===== config.mk =====
export PLATFORM = sky130hd
export DESIGN_NAME = ofm_packer
export DESIGN_NICKNAME = d
export VERILOG_FILES = /design/src/rtl/ofm_packer_pkg.sv /design/src/rtl/ofm_packer.sv
export SDC_FILE = /design/constraint.sdc
export NUM_CORES = 1
export LEC_CHECK = 0
export ABC_AREA = 1
export CORE_AREA = 2 2 161 163
export DETAILED_ROUTE_END_ITERATION = 6
export DIE_AREA = 0 0 163 165
export GPL_ROUTABILITY_DRIVEN = 0
export GPL_TIMING_DRIVEN = 0
export PLACE_DENSITY = 0.8
export SLEW_MARGIN = 20
export SYNTH_ARGS = -nofsm -noshare
export SYNTH_HDL_FRONTEND = slang
export SYNTH_SLANG_ARGS = --single-unit

===== constraint.sdc =====
create_clock -name ACLK -period 3 [get_ports ACLK]
set_input_delay 0.6 -clock ACLK [delete_from_list [all_inputs] [get_ports ACLK]]
set_output_delay 0.6 -clock ACLK [all_outputs]
set_load 0.05 [all_outputs]

===== src/rtl/ofm_packer_pkg.sv =====
// Shared CNN package: packer FSM encodings, lane defaults and
// the AXI master write-channel state type.
package ofm_packer_pkg;

    localparam int OFM_DATA_WIDTH = 16;
    localparam int OFM_AXI_WIDTH  = 256;
    localparam int OFM_LANES      = OFM_AXI_WIDTH / OFM_DATA_WIDTH;

    localparam logic [1:0] ST_IDLE = 2'd0;
    localparam logic [1:0] ST_PACK = 2'd1;
    localparam logic [1:0] ST_EMIT = 2'd2;

    typedef enum logic [1:0] {
        AXI_IDLE = 2'd0,
        AXI_ADDR = 2'd1,
        AXI_DATA = 2'd2,
        AXI_RESP = 2'd3
    } axi_wr_state_t;

    localparam logic [19:0] WORD_CNT_MAX = 20'hFFFFF;

endpackage


===== src/rtl/ofm_packer.sv =====
// Packs CNN output pixels into AXI-wide OFM words and pushes
// each completed word into the downstream OFM FIFO.
module ofm_packer
    import ofm_packer_pkg::*;
#(
    parameter int DATA_WIDTH = OFM_DATA_WIDTH,
    parameter int AXI_WIDTH  = OFM_AXI_WIDTH,
    parameter int LANES      = AXI_WIDTH / DATA_WIDTH
) (
    input  logic                  ACLK,
    input  logic                  ARESETN,
    input  logic                  start,
    input  logic                  pix_valid,
    input  logic [DATA_WIDTH-1:0] pix_data,
    input  logic                  pix_last,
    output logic                  pix_ready,
    input  logic                  fifo_afull,
    output logic                  write,
    output logic [AXI_WIDTH-1:0]  wdata,
    output logic [19:0]           word_cnt,
    output logic                  layer_done
);

    localparam int LW = (LANES > 1) ? $clog2(LANES) : 1;
    localparam logic [LW-1:0] LANE_MAX = LW'(LANES - 1);

    logic [1:0]           r_state;
    logic [LW-1:0]        r_lane;
    logic [AXI_WIDTH-1:0] r_word;
    logic                 r_last;
    logic [19:0]          r_cnt;

    logic w_accept;
    logic w_close;

    assign pix_ready  = (r_state == ST_PACK) && !fifo_afull;
    assign w_accept   = pix_valid && pix_ready;
    assign w_close    = (r_lane == LANE_MAX) || pix_last;

    // fifo_afull is deliberately not consulted in EMIT: the FIFO
    // keeps two entries of headroom for the word already in flight.
    assign write      = (r_state == ST_EMIT);
    assign layer_done = (r_state == ST_EMIT) && r_last;
    assign wdata      = r_word;
    assign word_cnt   = r_cnt;

    always_ff @(posedge ACLK or negedge ARESETN) begin
        if (!ARESETN) begin
            r_state <= ST_IDLE;
            r_lane  <= '0;
            r_word  <= '0;
            r_last  <= 1'b0;
            r_cnt   <= '0;
        end else begin
            case (r_state)
                ST_IDLE: begin
                    if (start) begin
                        r_state <= ST_PACK;
                        r_lane  <= '0;
                        r_word  <= '0;
                        r_last  <= 1'b0;
                        r_cnt   <= '0;
                    end
                end
                ST_PACK: begin
                    if (w_accept) begin
                        r_word[r_lane*DATA_WIDTH +: DATA_WIDTH] <= pix_data;
                        if (w_close) begin
                            r_state <= ST_EMIT;
                            r_lane  <= '0;
                            r_last  <= pix_last;
                        end else begin
                            r_lane  <= r_lane + 1'b1;
                        end
                    end
                end
                ST_EMIT: begin
                    // Cleared word makes a short final word zero-filled.
                    r_word  <= '0;
                    r_last  <= 1'b0;
                    r_state <= r_last ? ST_IDLE : ST_PACK;
                    if (r_cnt != WORD_CNT_MAX) begin
                        r_cnt <= r_cnt + 1'b1;
                    end
                end
                default: begin
                    r_state <= ST_IDLE;
                end
            endcase
        end
    end

endmodule

# After elaboration in Yosys (flattened, before gate mapping)
# Cells that the tools add are included.
[totals]
regBits = 283
inputBits = 22
out_inout_bits = 279
[op_classes]
addsub = 3
n_eq_ne = 8
shifts = 2
n_mux = 20
reduce_logical = 14
[ops]
columns = ["op", "n"]
rows = [
  ["one-hot mux 256 bit (3 select lines)", 1],
  ["two-way mux 256 bit", 2],
  ["bitwise mux 256 bit", 1],
  ["variable shift 16 x 34 -> 256 bit (first input constant)", 1],
  ["indexed part select 16 x 34 -> 256 bit", 1],
  ["two-way mux 20 bit", 2],
  ["one-hot mux 20 bit (2 select lines)", 1],
  ["negation 8 -> 34 bit", 1],
  ["adder 20 x 1 -> 20 bit (second input constant)", 1],
  ["inequality test 20 bit (second input constant)", 1],
  ["two-way mux 4 bit", 3],
  ["AND reduction 3 bit", 4],
  ["one-hot mux 4 bit (2 select lines)", 1],
  ["two-way mux 2 bit", 3],
  ["inequality test 2 bit (second input constant)", 3],
  ["one-hot mux 2 bit (3 select lines)", 1],
  ["adder 4 x 1 -> 4 bit (second input constant)", 1],
  ["equality test 4 bit (second input constant)", 1],
  ["two-way mux 1 bit", 4],
  ["AND reduction 4 bit", 1],
  ["nonzero test 2 bit", 2],
  ["logical AND 1 bit", 3],
  ["one-hot mux 1 bit (3 select lines)", 1],
  ["nonzero test 3 bit", 1],
  ["6 further kinds", 6],
]

# Longest topological paths before layout
[depth]
word_depth = 5
ltp_mapped = 14
ltp_nobuf = 11

# Worst setup path after synthesis
# Ideal clock, no wire load.
[synth_path]
kind = "register to register"
from = "register r_lane[0]"
to = "register r_word[138] (netlist: wdata[138])"
arrival_ns = 2.224
path_slack_ns = 0.655
path_stages_with_launch = 12
path_cell_list = "dfrtp_1 > inv_1 > clkbuf_1 > ha_1 > buf_2 > inv_1 > nand2_2 > nor3_4 > nand2_4 > buf_2 > nand3_1 > nand2_1"
[synth_via]
elab_chain_cells = 5
elab_cells_between_ends = 6
cone_classes = "add/sub (1); shift (2); mux (3)"
[synth_lines]
columns = ["item", "line", "text"]
rows = [
  ["start, declared", "ofm_packer.sv:28", "logic [LW-1:0] r_lane;"],
  ["start signal, assigned", "ofm_packer.sv:73", "r_lane <= r_lane + 1'b1;"],
  ["negation 8 -> 34 bit (*)", "ofm_packer.sv:67", "r_word[r_lane*DATA_WIDTH +: DATA_WIDTH] <= pix_data;"],
  ["indexed part select 16 x 34 -> 256 bit or variable shift 16 x 34 -> 256 bit (tied branches)", "ofm_packer.sv:67", ""],
  ["bitwise mux 256 bit (*)", "ofm_packer.sv:67", ""],
  ["two-way mux 256 bit (*)", "ofm_packer.sv:66", "if (w_accept) begin"],
  ["one-hot mux 256 bit (3 select lines) (*)", "ofm_packer.sv:55", "case (r_state)"],
  ["end signal, assigned by index", "ofm_packer.sv:67", ""],
  ["end, declared", "ofm_packer.sv:29", "logic [AXI_WIDTH-1:0] r_word;"],
]
# Every way passes the cells marked *; elsewhere a longest branch is shown, timed or not. The select of a mux whose other input is x is not followed.
# A chain may end at the register's enable or synchronous reset.

# Final worst setup path
[layout_path]
from = "register r_lane[0]"
to = "register r_word[78] (netlist: wdata[78])"
# The elaborated chain is that of the path after synthesis.

==> results.toml <==
[synth]
synth_edf_count = 0
ys.flop_type = "dfrtp_1"
yosysWarnings = 0
async_flop_share_pct = 100.0
synthTopCellsByArea = "dfrtp_1 57%, nand2_1 13%, nand3_1 8.5%"
yosysTopAreaCell = "dfrtp_1"
yosys_register_bits = 283
seq_area_frac_synth_pct = 56.87
yosysTopAreaCellShare_pct = 56.87
synth_cell_types = 40
synthesis.area_um2 = 12450
synthesis.nets = 1474
syn_inst = 1446
avgSynthCellArea_um2 = 8.611

[die]
initial_core_util_pct = 49.74
ios = 301
die_area_um2 = 26900
fp.coreArea_um2 = 25040
die-width_um = 163
num_rows = 58
die_h_um = 165

[grt]
antenna_found_initial = 1
track_usage_pct = 30.37
overflow = 0
grt_max_degree = 87
grt_pass1_wl_um = 63580
grt_pass1_vias = 11620

[clocking]
cts_buffer_depth = 3
htree_levels = 1
cts_made_buffers = 30
cts.reportedPaths.clkPinSlew_ns = 0.06
clockRootBuffer = "clkbuf_16"
tritoncts = "yes"
insertion_delay_ns = 0.56
cts.sinks = 283

[critical_path]
cp-end-kind = "flip-flop"
cp_max_fo = 10
startpoint = "r_lane[0]"
arrival_ns = 3.26
worstSetupPathType = "reg2reg"
ff2ff_setup_slack_ns = 0.14
rr_worst_depth = 13
timing.rr.end = "wdata[78]"
worstPathRequired_ns = 3.41
start_kind = "flip-flop"
r2r_start = "r_lane[0]"

[hold_path]
hold_path_startpoint = "wdata[3]"
hold-path-cell-count = 2
hold_path.class = "reg2reg"
min_to = "wdata[3]"

[power_and_ir_drop]
p_int_mw = 6.943
comb_power_share_pct = 34.6
peakVddDrop_uv = 456.9
seqPwrFrac_pct = 34.4
p_per_area_nw_per_um2 = 693.5
p_clk_share_pct = 31.0
p_sw_mw = 4.831
totalPowerFinal_mw = 11.77
sw_frac_of_total_pct = 41.03
p_leak_nw = 7.624

[cells_and_area]
fillerInstances = 2018
area_growth_pct = 36.34
drive_gt1_share_pct = 8.296
finish.utilization_pct = 67.81
stdcell_count = 2139
fin_area_um2 = 16980
final_nets = 1814

[timing]
fin_crit_sh_pct = 95.17
max_slew.worst_pin.slew_ns = 0.6685
drv_slew = 0
rsz0062_at_grt = "yes"
slew_headroom_pct = 55.43
period_needed_ns = 2.855
setup_viol = 0
max_freq_ghz = 0.3502
finalHoldViolations = 0
finClkSkew_ns = 0.01708

[routing]
viasPerCell = 5.566
drc = 0
wl_per_cell_um = 19.18
drt-total-wl_um = 41040
drtPass1Iterations = 6
vias = 11910
drtIter0Drc = 1239
detail-route-antenna-nets = 0

[placed_design]
place_inst = 2079
postPlaceCellArea_um2 = 15960
port_buffers = 300
dp_hpwl_um = 30870

[outcome]
status = "finished, final reports clean"

[job]
max-cap-violations = 0
==> layer usage <==
| layer | vias up | track usage (%) | wire length [um] |
|---|---|---|---|
| met5 | - | 0 | 0 |
| met4 | 0 | 13.84 | 1929 |
| met3 | 110 | 5.952 | 3498 |
| met2 | 572 | 49.02 | 19080 |
| met1 | 5779 | 39.95 | 16530 |
| li1 | 5444 | - | - |
==> registers in the layout (all words and copies together) (netlist names) <==
register  cells
r_lane        4
r_state       2
word_cnt     20
wdata       256
r_last        1
==> logic make-up (layout without fill, tap and decap cells) <==
logic type	after synthesis	after routing	share of synthesized area (%)
and+or+nand+nor	791	791	27.73
DFF	283	283	56.87
AOI/OAI and AO/OA	212	212	8.893
buffers and inverters	145	507	5.265
xor gates and xnor gates	9	9	0.6331
adders and majority gates	6	6	0.6029
other	0	1	0
==> metrics by stage <==
stage / hold WS, ns / setup slack (ns) / setup TNS, ns
2_1_floorplan: 0.3044 / 0.6548 / 0
3_3_place_gp: 0.4605 / -10.41 / -2938.56
3_5_place_dp: 0.4721 / 0.01575 / 0
4_1_cts: 0.4868 / 0.004835 / 0
5_1_grt: 0.4954 / -0.08007 / -0.8361
6_report: 0.4845 / 0.1448 / 0
==> cells in the final DEF, fill, tap and decap left out, drive strengths merged, types with 3 or more instances in the layout <==
cell / count
buf: 62
nor3: 7
clkbuf: 68
nor2: 115
or2: 3
clkdlybuf4s50: 296
o211ai: 9
inv: 66
a21oi: 4
dfrtp: 283
clkinv: 9
o21ai: 193
ha: 6
xor2: 8
nand4: 7
nand3: 216
nand2: 439
==> final cells by class <==
cell class	instances	area, um2	area share [%]
Antenna cell	1	2.502	0.01474
Buffer	77	401.6	2.366
Clock buffer	44	884.6	5.210
Clock inverter	10	81.33	0.4790
Inverter	67	251.5	1.481
Multi-Input combinational cell	1018	4720	27.80
Sequential cell	283	7083	41.72
Tap cell	330	412.9	2.432
Timing Repair Buffer	309	3141	18.50
==> worst max-delay path by stage <==
stage | endpoint | slack (ns)
after floorplan | wdata[138] | 0.65
after global placement | wdata[23] | -10.41
after detailed placement | wdata[235] | 0.02
after CTS | pix_ready | 0.005
after global routing | wdata[78] | -0.08
final | wdata[78] | 0.14
==> worst max-delay path, cell delays in order, from the launching register on <==
cell and delay (ns):
dfrtp_2 0.47, inv_1 0.19, clkbuf_2 0.28, ha_1 0.25, inv_1 0.05, nand2_1 0.05
nand2_1 0.08, inv_1 0.19, nand2_1 0.09, nor2_2 0.23, nand3_1 0.33, buf_2 0.30
nand3_1 0.09, o21ai_0 0.09
==> what timing repair did <==
item / CTS / global route
resized for setup: 5 / 3
cloned: 0 / 0
setup endpoints to repair: 7 / 81
hold buffers: 1 / 0
pin swaps: 0 / 3
setup buffers: 0 / 5
endpoints found under the hold margin: 12 / 0
==> Yosys cell counts, drive strengths merged (6+ instances only) <==
| library cell | instances |
|---|---|
| ha | 6 |
| o211ai | 9 |
| xor2 | 8 |
| nor2 | 115 |
| buf | 53 |
| o21ai | 193 |
| clkbuf | 25 |
| nand4 | 7 |
| dfrtp | 283 |
| nand3 | 216 |
| nand2 | 439 |
| nor3 | 7 |
| inv | 66 |
==> power by group through the flow <==
stage | combinational (mW) | clock (mW) | sequential (mW)
2_1_floorplan | 2.36 | 0 | 4.36
3_3_place_gp | 3.91 | 0 | 4.11
3_5_place_dp | 3.99 | 0 | 4.11
4_1_cts | 4.02 | 3.67 | 4.04
5_1_grt | 4.36 | 3.84 | 4.05
6_report | 4.07 | 3.65 | 4.05
Note: power is estimated with default switching activity, not from simulation.
